==> src/rtl/ifa_arb_pkg.sv <==
// Shared types for the ifa bus arbiter: FSM state encoding and bus mode type.
package ifa_arb_pkg;

  typedef enum logic [2:0] {
    IDLE  = 3'd0,
    ARB   = 3'd1,
    REQ   = 3'd2,
    START = 3'd3,
    WAIT  = 3'd4,
    DONE  = 3'd5
  } arb_state_e;

  typedef logic [1:0] ifa_mode_t;

  localparam ifa_mode_t MODE_READ = 2'b00;

endpackage

==> src/rtl/rr_pick.sv <==
// Combinational round-robin picker: first asserted request at or after i_ptr, wrapping.
module rr_pick #(
  parameter int NREQ = 4,
  parameter int PW   = $clog2(NREQ)
) (
  input  logic [NREQ-1:0] i_req,
  input  logic [PW-1:0]   i_ptr,
  output logic [PW-1:0]   o_winner,
  output logic            o_valid
);

  logic [PW-1:0] w_idx;

  // Scan from farthest to nearest so the nearest asserted request overwrites last.
  always_comb begin
    // NOTE: every output gets a default before the loop, otherwise a path with no
    // assignment would hold its old value and infer a latch.
    o_winner = '0;
    o_valid  = 1'b0;
    w_idx    = '0;
    for (int i = NREQ - 1; i >= 0; i--) begin
      w_idx = PW'((int'(i_ptr) + i) % NREQ);
      if (i_req[w_idx]) begin
        o_winner = w_idx;
        o_valid  = 1'b1;
      end
    end
  end

endmodule

==> src/rtl/ifa_bus_arbiter.sv <==
// Round-robin arbiter sharing one ifa read bus among NREQ requesters; one read per grant,
// returning read data or a timeout error to the winner.
module ifa_bus_arbiter
  import ifa_arb_pkg::*;
#(
  parameter int NREQ    = 4,
  parameter int AW      = 8,
  parameter int DW      = 8,
  parameter int TIMEOUT = 15
) (
  input  logic              clk,
  input  logic              rst_n,
  input  logic [NREQ-1:0]   req_i,
  input  logic [2*NREQ-1:0] mode_i,
  input  logic [NREQ*AW-1:0] addr_i,
  output logic [NREQ-1:0]   gnt_o,
  output logic [NREQ-1:0]   done_o,
  output logic              err_o,
  output logic [DW-1:0]     rdata_o,
  output logic              bus_req,
  input  logic              bus_gnt,
  output logic              bus_start,
  output logic [1:0]        bus_mode,
  output logic [AW-1:0]     bus_addr,
  input  logic              bus_rdy,
  input  logic [DW-1:0]     bus_data
);

  localparam int PW = $clog2(NREQ);
  localparam int CW = $clog2(TIMEOUT + 1);
  // Count value seen during the last permitted WAIT cycle.
  localparam logic [CW-1:0] TERM = CW'(TIMEOUT - 1);

  arb_state_e      r_state;
  logic [PW-1:0]   r_ptr;
  logic [PW-1:0]   r_winner;
  logic [NREQ-1:0] r_gnt;
  logic [NREQ-1:0] r_done;
  logic            r_err;
  logic [DW-1:0]   r_rdata;
  logic            r_bus_req;
  logic            r_bus_start;
  ifa_mode_t       r_mode;
  logic [AW-1:0]   r_addr;
  logic [CW-1:0]   r_cnt;

  logic [PW-1:0]   w_winner;
  logic            w_valid;

  rr_pick #(
    .NREQ (NREQ),
    .PW   (PW)
  ) u_rr_pick (
    .i_req    (req_i),
    .i_ptr    (r_ptr),
    .o_winner (w_winner),
    .o_valid  (w_valid)
  );

  // NOTE: all state here uses non-blocking assignments so every register samples the
  // pre-edge values, regardless of statement order.
  always_ff @(posedge clk or negedge rst_n) begin
    if (!rst_n) begin
      r_state     <= IDLE;
      r_ptr       <= '0;
      r_winner    <= '0;
      r_gnt       <= '0;
      r_done      <= '0;
      r_err       <= 1'b0;
      r_rdata     <= '0;
      r_bus_req   <= 1'b0;
      r_bus_start <= 1'b0;
      r_mode      <= MODE_READ;
      r_addr      <= '0;
      r_cnt       <= '0;
    end else begin
      case (r_state)
        IDLE: if (|req_i) r_state <= ARB;
        ARB: begin
          if (w_valid) begin
            r_winner  <= w_winner;
            r_gnt     <= NREQ'(1) << w_winner;
            r_mode    <= mode_i[2*w_winner +: 2];
            r_addr    <= addr_i[AW*w_winner +: AW];
            r_bus_req <= 1'b1;
            r_state   <= REQ;
          end else begin
            r_state <= IDLE;
          end
        end
        REQ: begin
          if (bus_gnt) begin
            r_bus_start <= 1'b1;
            r_state     <= START;
          end
        end
        START: begin
          r_bus_start <= 1'b0;
          r_cnt       <= '0;
          r_state     <= WAIT;
        end
        WAIT: begin
          // Slave data takes priority over a timeout landing in the same cycle.
          if (bus_rdy) begin
            r_rdata <= bus_data;
            r_err   <= 1'b0;
            r_done  <= r_gnt;
            r_state <= DONE;
          end else if (r_cnt == TERM) begin
            r_rdata <= '0;
            r_err   <= 1'b1;
            r_done  <= r_gnt;
            r_state <= DONE;
          end else begin
            r_cnt <= r_cnt + 1'b1;
          end
        end
        DONE: begin
          r_done    <= '0;
          r_err     <= 1'b0;
          r_rdata   <= '0;
          r_gnt     <= '0;
          r_bus_req <= 1'b0;
          r_mode    <= MODE_READ;
          r_addr    <= '0;
          r_ptr     <= (r_winner == PW'(NREQ - 1)) ? '0 : r_winner + 1'b1;
          r_state   <= IDLE;
        end
        default: r_state <= IDLE;
      endcase
    end
  end

  assign gnt_o     = r_gnt;
  assign done_o    = r_done;
  assign err_o     = r_err;
  assign rdata_o   = r_rdata;
  assign bus_req   = r_bus_req;
  assign bus_start = r_bus_start;
  assign bus_mode  = r_mode;
  assign bus_addr  = r_addr;

endmodule

==> config.mk <==
export PLATFORM = sky130hd
export DESIGN_NAME = ifa_bus_arbiter
export DESIGN_NICKNAME = d
export VERILOG_FILES = /design/src/rtl/ifa_arb_pkg.sv /design/src/rtl/rr_pick.sv /design/src/rtl/ifa_bus_arbiter.sv
export SDC_FILE = /design/constraint.sdc
export NUM_CORES = 1
export LEC_CHECK = 0
export CAP_MARGIN = 20
export CORE_MARGIN = 8
export CORE_UTILIZATION = 44
export DETAILED_ROUTE_END_ITERATION = 10
export GPL_ROUTABILITY_DRIVEN = 0
export PLACE_DENSITY = 0.8
export SYNTH_ARGS = -nofsm -noshare
export SYNTH_HDL_FRONTEND = slang
export SYNTH_SLANG_ARGS = --single-unit
==> constraint.sdc <==
create_clock -name clk -period 1.9 [get_ports clk]
set_input_delay 0.285 -clock clk [delete_from_list [all_inputs] [get_ports clk]]
set_output_delay 0.285 -clock clk [all_outputs]
set_load 0.005 [all_outputs]
==> flow_summary.json, run 1 <==
{
  "worst_hold_slack_ps": 398,
  "synth_area_per_cell_um2": 10.3,
  "synth_top_cell_by_area": "sky130_fd_sc_hd__dfrtp_1",
  "num_rows": 26,
  "yosys-top-cells-area": "sky130_fd_sc_hd__dfrtp_1 (44%), sky130_fd_sc_hd__o211ai_2 (5.6%), sky130_fd_sc_hd__mux2i_1 (4.9%)",
  "route.final.wire_length_mm": 6.48,
  "clock_latency_at_the_later_pin_of_the_worst_skew_pair_ps": 290,
  "worst-endpoint-required_ps": 2120,
  "post_synthesis_to_final_layout_area_growth_pct": 50.2,
  "clkTransAtPathRegs_ps": 80,
  "die_width_um": 87.5,
  "cellPowerDensity_mw_per_mm2": 1330,
  "synth.yosys.warnings": 0,
  "final_core_util_pct": 67.5,
  "detail_route.first_pass.iterations": 4,
  "clock_tree.htree_level_count": 2,
  "clock-root-buffer": "sky130_fd_sc_hd__clkbuf_8",
  "mostFrequentLayoutCell": "sky130_fd_sc_hd__clkdlybuf4s50_1",
  "worst-r2r-cell-count": 7,
  "layout-drive-gt1-share_pct": 19.2,
  "drt.antenna.violating_nets": 0,
  "finish.cell_count_without_fillers": 387,
  "chipHeight_um": 87.5,
  "numPortBuffers": 84,
  "synth.yosys.seq_area_share_pct": 44.5,
  "syn_nets": 277,
  "synth_adder_area_share_pct": 1.67,
  "detail_route.wl_per_cell_um": 16.7,
  "finClkSkew_ps": 9.56,
  "worst_setup_path_start_kind": "input port",
  "cp_top_family": "buffers and inverters",
  "timing.critical_path.buf_inv": 3,
  "placed_cells": 378,
  "route.detailed.vias_per_inst": 5.48,
  "yosys.area_share.simple_pct": 13.4,
  "fp.dieArea_mm2": 0.00766,
  "worst-setup-path-type": "input port to register",
  "rsz0062_at_grt": "no",
  "post_cts.repair.setup_buffers": 0,
  "number_of_register_bits_inferred_by_synthesis": 40,
  "globalRoute.totalOverflow": 0,
  "crit_path_max_incr_delay_ps": 550,
  "finalMaxSlewViolations": 0,
  "maxClockFrequency_mhz": 553,
  "synth_xor_xnor_area_share_pct": 0,
  "clk_path_buf_depth": 2,
  "tns_ps": 0,
  "cts_tree": "built",
  "maxCapViolCount": 0,
  "critPathCaptureType": "register",
  "cts_sinks": 40,
  "detailed_place_hpwl_mm": 5.29,
  "antenna_found_initial": 0,
  "layout_common_cells": "sky130_fd_sc_hd__clkdlybuf4s50_1 (83), sky130_fd_sc_hd__dfrtp_1 (39), sky130_fd_sc_hd__nand2_1 (24)",
  "fin_crit_sh_pct": 95.1,
  "crit_path_frequent_cell": "sky130_fd_sc_hd__buf_4",
  "timing.max_slew.rel_slack_pct": 73.1,
  "pin_count": 85,
  "core-area_mm2": 0.00501,
  "critPathSlowestCell": "sky130_fd_sc_hd__or4_4",
  "max-vdd-ir-drop_mv": 0.505,
  "synthesis.instances": 218,
  "hold_violations": 0,
  "place_ws_ps": -192,
  "run_status": "completed",
  "pin_count_of_the_biggest_net_entering_global_routing": 18,
  "gr-usage-all-layers_pct": 18.1,
  "synth_top_family_by_area": "compound AO/OA/AOI/OAI gates",
  "synth_cell_type_count": 37,
  "final_routed_drc_violation_total": 0,
  "synth_largest_type_area_fraction_pct": 44.5,
  "grt_pass1_wl_mm": 10.9,
  "detailroute.via_count": 2119,
  "syn-cell-area_mm2": 0.00225,
  "finalNetCount": 375,
  "drt_iter0_drc": 102,
  "critPathMaxFanout": 10,
  "min_path_type": "input port to async pin",
  "worst-endpoint-arrival_ps": 2020,
  "worstPathCellList": "clkdlybuf4s50_1 > or4_4 > buf_4 > o21ai_1 > buf_4 > nand2_1 > o211ai_2",
  "final_setup_violation_count": 0,
  "cts-buffers-inserted": 5,
  "antenna-diode-count": 0,
  "initial_core_util_pct": 44.9,
  "p_leak_uw": 0.00145,
  "fillers": 419,
  "grt_pass1_vias": 2281,
  "post-route-min-period_ps": 1810,
  "post_synth_mux_area_share_pct": 5.89,
  "synth-compound-area-share_pct": 29.4,
  "worst-slew-pin-transition_ps": 403,
  "final_critical_path_setup_slack_ps": 92.3,
  "cp_num_cells": 7
}
[state kept, by name, indices dropped and copies added (netlist names)]
signal	cells
r_cnt	4
bus_req	1
rdata_o	8
r_ptr	2
r_state	3
done_o	4
bus_addr	8
err_o	1
bus_mode	2
r_winner	2
bus_start	1
gnt_o	4
[final cells by class]
cell class | instances | area, um2 | share of cell area (%)
Timing Repair Buffer | 107 | 1040 | 30.6
Clock inverter | 2 | 10.0 | 0.296
Multi-Input combinational cell | 155 | 1140 | 33.6
Clock buffer | 6 | 82.6 | 2.44
Inverter | 7 | 26.3 | 0.777
Tap cell | 70 | 87.6 | 2.59
Sequential cell | 40 | 1000 | 29.6
[worst paths after layout]
check	endpoint	from	slack, ps
hold / removal	r_cnt[3]	rst_n	400
min in group clk	r_ptr[0]	r_winner[0]	490
setup reg to reg	r_cnt[3]	r_cnt[0]	160
max in group asynchronous	done_o[0]	rst_n	970
hold reg to reg	r_ptr[0]	r_winner[0]	490
setup / recovery	bus_addr[0]	req_i[0]	90
[timing repair]
| item | CTS | global route |
|---|---|---|
| resized for setup | 0 | 2 |
| hold buffers | 1 | 0 |
| hold endpoints to repair | 11 | 0 |
| setup endpoints to repair | 0 | 17 |
[power by group]
group / total, uW / internal (uW) / switching, uW / leakage [uW]
clock network: 581 / 290 / 291 / 0.0000510
registers: 1500 / 1220 / 279 / 0.000503
logic: 2400 / 1340 / 1060 / 0.000894
total: 4480 / 2850 / 1630 / 0.00145
[synthesized netlist by cell type]
cell type,n
sky130_fd_sc_hd__dfrtp_1,40
sky130_fd_sc_hd__nand2_1,24
sky130_fd_sc_hd__a21oi_1,13
sky130_fd_sc_hd__clkbuf_1,11
sky130_fd_sc_hd__mux2i_1,11
sky130_fd_sc_hd__and4_1,10
sky130_fd_sc_hd__o211ai_2,10
sky130_fd_sc_hd__o21ai_0,10
sky130_fd_sc_hd__o21ai_2,10
sky130_fd_sc_hd__o31a_1,10
sky130_fd_sc_hd__nor2_1,9
sky130_fd_sc_hd__a22o_1,8
sky130_fd_sc_hd__inv_1,7
sky130_fd_sc_hd__a22oi_1,4
sky130_fd_sc_hd__a31oi_1,4
sky130_fd_sc_hd__a311oi_1,3
sky130_fd_sc_hd__buf_6,3
sky130_fd_sc_hd__ha_1,3
sky130_fd_sc_hd__a21o_1,2
sky130_fd_sc_hd__and3_1,2
sky130_fd_sc_hd__buf_4,2
sky130_fd_sc_hd__mux2_2,2
sky130_fd_sc_hd__nand2b_1,2
sky130_fd_sc_hd__nor2b_1,2
sky130_fd_sc_hd__nor3_1,2
sky130_fd_sc_hd__o21ai_1,2
sky130_fd_sc_hd__or2_2,2
sky130_fd_sc_hd__a32o_1,1
sky130_fd_sc_hd__a41o_1,1
sky130_fd_sc_hd__nand2b_2,1
sky130_fd_sc_hd__nor3_2,1
sky130_fd_sc_hd__o21a_1,1
sky130_fd_sc_hd__o221a_4,1
sky130_fd_sc_hd__o22a_1,1
sky130_fd_sc_hd__o22ai_1,1
sky130_fd_sc_hd__o31ai_1,1
sky130_fd_sc_hd__or4_4,1
[cells by family after synthesis]
group / after synthesis
adders and majority gates: 3
and+or+nand+nor: 56
buffers and inverters: 23
muxes: 13
DFF: 40
AOI/OAI and AO/OA: 83
[stage by stage]
stage | power (uW) | instance area [um2]
5_1_grt | 4830 | 3380
2_1_floorplan | 2740 | 2250
6_report | 4480 | 3380
4_1_cts | 4520 | 3380
3_5_place_dp | 3920 | 3270
3_3_place_gp | 3830 | 3270
[layer usage]
metal	global-route usage, %	vias to the layer above	part of all wire [%]
met3	5.66	13	8.2
met1	20.8	996	42
met2	30.3	97	47
li1	-	1013	-
met5	0	-	0
met4	7.50	0	2.3
No activity file was read; power rests on OpenSTA's default activity.
==> inputs of run 2 (changes only) <==
TNS_END_PERCENT = 50   (was unset)
==> results of run 2 <==
Same layout as run 1: the final DEF is identical, and so are final timing and power.
==> RTL change 1: new RTL, settings of run 2 <==
Register the output `err_o` once more, cleared by the reset; this adds one clock of latency there. The other outputs are not delayed to match.
--- a/src/rtl/ifa_bus_arbiter.sv
+++ b/src/rtl/ifa_bus_arbiter.sv
@@ -133,7 +133,13 @@
 
   assign gnt_o     = r_gnt;
   assign done_o    = r_done;
-  assign err_o     = r_err;
+  always_ff @(posedge clk or negedge rst_n) begin
+    if (!rst_n) begin
+      err_o <= '0;
+    end else begin
+      err_o <= r_err;
+    end
+  end
   assign rdata_o   = r_rdata;
   assign bus_req   = r_bus_req;
   assign bus_start = r_bus_start;
Formal check against the unedited RTL: same outputs for any inputs over 10 cycles, from zero or initial values and one cycle with rst_n low; that may be too few to reach the edited logic, so the function may still have changed.
==> RTL change 1 against run 2 <==
Setup slack better by 0.018 ns. Clock skew fell by 0.0014 ns. Sequential cell count increased by 1. Wire length fell by 6.0%. Cell area decreased by 0.89%. Synthesized area shrank 1.4%. Power up 0.15%. Die area decreased by 1.2%. Count of clock-buffer cells in the layout grew 1. Critical endpoint is now bus_addr[5]. Largest cell class unchanged. Highest routed layer unchanged.
==> RTL change 1: results (changes against run 2) <==
set qor(status) {finished, final reports clean}
set qor(grt.met1_usage_pct) 20.4 ;# -0.40 points
set qor(p_int_w) 0.00295 ;# +3.4%
set qor(globalRouteMet2Util_pct) 26.2 ;# -4.1 points
set qor(dpl_cell_area_um2) 3230 ;# -1.3%
set qor(sequential_element_share_of_the_synthesized_area_pct) 46.2 ;# +1.8 points
set qor(viasPerCell) 5.35 ;# -2.4%
set qor(ratio_of_cells_with_drive_above_1_in_the_final_layout_pct) 14.6 ;# -4.6 points
set qor(post_drt_wl_per_cell_um) 15.8 ;# -5.5%
set qor(dp.cells) 377 ;# -0.26%
set qor(post_layout_nets) 373 ;# -0.53%
set qor(syn_inst) 219 ;# +0.46%
set qor(rr_worst_depth) 6 ;# -1
set qor(tritoncts.num_buffers) 5 ;# unchanged
set qor(route.antenna.remaining_nets) 0 ;# unchanged
set qor(static-leakage-power_nw) 1.41 ;# -2.7%
set qor(slew_headroom_pct) 57.1 ;# -16 points
set qor(syn_nets) 278 ;# +0.36%
set qor(global_route.usage.met3_pct) 6.42 ;# +0.75 points
set qor(grt_start_max_net_pins) 30 ;# +12
set qor(drt-total-wl_um) 6090 ;# -6.0%
set qor(drt_first_iter_violations) 68 ;# -33%
set qor(max-vdd-ir-drop_mv) 0.468 ;# -7.4%
set qor(grt_first_pass_wirelength_um) 10100 ;# -7.4%
set qor(synth_cell_type_count) 36 ;# -2.7%
set qor(crit_arrival_ns) 1.96 ;# -0.06 ns
set qor(fillers) 402 ;# -4.1%
set qor(grt.total_usage_pct) 16.5 ;# -1.6 points
set qor(clk_path_buf_depth) 2 ;# unchanged
set qor(worst_clock_skew_ns) 0.00816 ;# -0.00141 ns
set qor(grt_pass1_vias) 2186 ;# -4.2%
set qor(htree_levels) 2 ;# unchanged
set qor(max_cap_viol_count) 0 ;# unchanged
set qor(path_max_fanout) 11 ;# +1
set qor(synth_common_cells) {dfrtp_1, nand2_1, a21oi_1, clkbuf_1, mux2i_1}
set qor(dp.final_hpwl_um) 4870 ;# -8.0%
set qor(post_synth_main_area_contributors) {dfrtp_1, mux2i_1, nand2_1, and4_1, o21ai_2}
==> RTL change 1: cell types whose count changed in the layout (fill, tap and decap cells not counted), sizes merged <==
cell / delta
clkbuf: +1
dlygate4sd3: -1
bufinv: +1
dfrtp: +1
clkinv: -2
buf: -2
==> RTL change 1: cell type report <==
cell class	count	area (µm²)	share of cell area, %
inverters	7	26.3	0.784
flip-flops and latches	41	1030	30.6
repair buffers	104	1010	30.2
clock buffers	7	86.3	2.58
clock inverters	1	30.0	0.896
well taps	70	87.6	2.61
multi-input cells	155	1080	32.4
==> RTL change 1: kinds of logic (layout without fill, tap and decap cells) <==
family / Yosys count / in the layout / share of synthesized area (%)
muxes: 13 / 13 / 5.98
DFF: 41 / 41 / 46.2
adders and majority gates: 3 / 3 / 1.69
AOI/OAI and AO/OA: 83 / 83 / 27.6
and+or+nand+nor: 56 / 56 / 13.5
buffers and inverters: 23 / 119 / 5.02
==> RTL change 1: worst paths after layout <==
check | startpoint | endpoint | slack [ns]
setup / recovery | req_i[0] | bus_addr[5] | 0.11
hold / removal | rst_n | r_cnt[3] | 0.01
setup reg to reg | r_ptr[1] | bus_addr[7] | 0.14
hold reg to reg | r_err | err_o | 0.41
max in group asynchronous | rst_n | rdata_o[3] | 1.32
min in group clk | r_err | err_o | 0.41
==> RTL change 1: timing repair <==
item,CTS,global route
endpoints found under the hold margin,0,0
setup endpoints to repair,0,7
gates resized for setup,0,1
==> RTL change 1: power by group through the flow <==
stage | logic [W] | clock network, W | registers (W)
6_report | 0.00225 | 0.000712 | 0.00152
5_1_grt | 0.00250 | 0.000770 | 0.00157
4_1_cts | 0.00228 | 0.000727 | 0.00152
3_5_place_dp | 0.00227 | 0 | 0.00154
3_3_place_gp | 0.00222 | 0 | 0.00153
2_1_floorplan | 0.00117 | 0 | 0.00150
==> RTL change 1: critical path, stage by stage <==
cell and delay (ns):
clkdlybuf4s50_1 0.49, or4_4 0.56, and3_1 0.23, o221a_4 0.20
o21ai_2 0.09, o211ai_1 0.10
==> RTL change 1: through the flow <==
step | total power (W) | worst slack [ns] | hold WS (ns)
floorplan | 0.00267 | 0.220 | -0.0106
global placement | 0.00375 | -0.136 | 0.340
detailed placement | 0.00381 | -0.191 | 0.350
CTS | 0.00453 | 0.119 | 0.0375
global route | 0.00484 | 0.0150 | 0.0555
finish | 0.00449 | 0.110 | 0.00996
==> RTL change 1: routing by layer <==
layer | part of all wire, % | vias to the layer above
li1 | - | 1008
met1 | 44 | 959
met2 | 45 | 81
met3 | 9.1 | 10
met4 | 1.2 | 0
met5 | 0 | -
==> RTL change 2: new RTL, settings of run 2 <==
Without the edit above. The package constant `MODE_READ` goes from 2'b00 to 2'b01.
--- a/src/rtl/ifa_arb_pkg.sv
+++ b/src/rtl/ifa_arb_pkg.sv
@@ -12,7 +12,7 @@
 
   typedef logic [1:0] ifa_mode_t;
 
-  localparam ifa_mode_t MODE_READ = 2'b00;
+  localparam ifa_mode_t MODE_READ = 2'b01;
 
 endpackage
 
Formal check against the unedited RTL: not equivalent (Yosys sat finds a counterexample within 4 cycles, from zero or initial values and one cycle with rst_n low).
==> RTL change 2 against run 2 <==
Sequential cell count stayed put. Combinational power decreased by 11%. Setup slack improved by 0.031 ns. Wire length down 1.9%. Synthesized area down 3.3%. Die area is 2.7% lower. Sequential power is 5% lower. Power is 8.9% lower. Cell area down 2.7%.
==> RTL change 2: results (changes against run 2) <==
set qor(status) {finished, final reports clean}
set qor(synth_cell_type_count) 43 ;# +16%
set qor(cpMaxStageDelayCell) {clkdlybuf4s50_1}
set qor(post_drt_wl_per_cell_um) 16.8 ;# +0.44%
set qor(worst_clock_skew_ns) 0.00507 ;# -0.00449 ns
set qor(fillers) 375 ;# -11%
set qor(crit_arrival_ns) 1.98 ;# -0.04 ns
set qor(fmax_ghz) 0.563 ;# +1.8%
set qor(worst_setup_path_startpoint) {req_i[2]}
set qor(dp.final_hpwl_um) 4950 ;# -6.4%
set qor(post_layout_nets) 370 ;# -1.3%
set qor(static-leakage-power_nw) 1.44 ;# -0.78%
set qor(max-vdd-ir-drop_mv) 0.537 ;# +6.2%
set qor(place_worst_setup_slack_ns) -0.136 ;# +0.0556 ns
set qor(dpl_cell_area_um2) 3210 ;# -2.0%
set qor(setup.worst_path.end) {bus_addr[2]}
set qor(worstMarginPinSlew_ns) 0.667 ;# +0.264 ns
set qor(viasPerCell) 5.51 ;# +0.59%
set qor(syn_nets) 272 ;# -1.8%
set qor(syn_inst) 213 ;# -2.3%
set qor(p_int_w) 0.00262 ;# -7.9%
set qor(comb_power_w) 0.00213 ;# -11%
set qor(grt.total_usage_pct) 17.4 ;# -0.66 points
set qor(rr_startpoint) {r_ptr[1]}
set qor(share_seq_of_total_power_pct) 34.9 ;# +1.4 points
set qor(synth_common_cells) {dfrtp_1, nand2_1, a21oi_1, mux2i_1}
set qor(reg2reg_slack_ns) 0.21 ;# +0.05 ns
set qor(grt_pass1_vias) 2175 ;# -4.6%
set qor(grt_first_pass_wirelength_um) 10400 ;# -4.2%
set qor(ratio_of_cells_with_drive_above_1_in_the_final_layout_pct) 14.8 ;# -4.5 points
set qor(worst_min_delay_path_category) {in2async}
[RTL change 2: changes by cell type in the layout (fill, tap and decap cells not counted), moves of 4 or more]
| cell | run 2 | this run |
|---|---|---|
| nand4_1 | 0 | 9 |
| o21ai_0 | 10 | 6 |
| and4_1 | 10 | 1 |
| o211ai_2 | 10 | 6 |
| a21bo_1 | 0 | 6 |
| o21ai_2 | 11 | 1 |
| o31ai_1 | 1 | 10 |
| o31a_1 | 10 | 0 |
[RTL change 2: cells by family after synthesis]
logic type	Yosys count	share of synthesized area, %
DFF	40	46.0
adders and majority gates	3	1.72
buffers and inverters	19	3.91
and+or+nand+nor	59	14.4
muxes	12	5.57
AOI/OAI and AO/OA	80	28.3
[RTL change 2: per-layer routing]
layer	vias to the layer above	GRT usage [%]	wire length [µm]
met3	11	5.86	474
met1	992	21.1	2840
li1	1002	-	-
met2	77	28.2	2920
met4	0	5.79	116
met5	-	0	0
[RTL change 2: layout make-up]
cell class	instances	area, µm²	area share, %
multi-input cells	154	1090	33.2
repair buffers	104	1010	30.7
flip-flops and latches	40	1000	30.5
well taps	67	83.8	2.55
clock buffers	6	72.6	2.21
inverters	6	22.5	0.684
clock inverters	1	5.00	0.152
[RTL change 2: how the worst min path moves through the flow]
stage                        endpoint  depth (start not counted)  slack (ns)   from
after floorplan           bus_addr[0]                          0       -0.01  rst_n
after global placement       r_cnt[1]                          2        0.37  rst_n
after detailed placement     r_cnt[1]                          2        0.37  rst_n
after CTS                    r_cnt[1]                          2        0.06  rst_n
after global routing         r_cnt[1]                          2        0.07  rst_n
final                        r_cnt[2]                          2        0.05  rst_n
[RTL change 2: repair_timing]
action                                  in CTS  in global routing
resized for setup                            0                  1
endpoints found under the setup margin       0                  8
hold buffers                                 0                  0
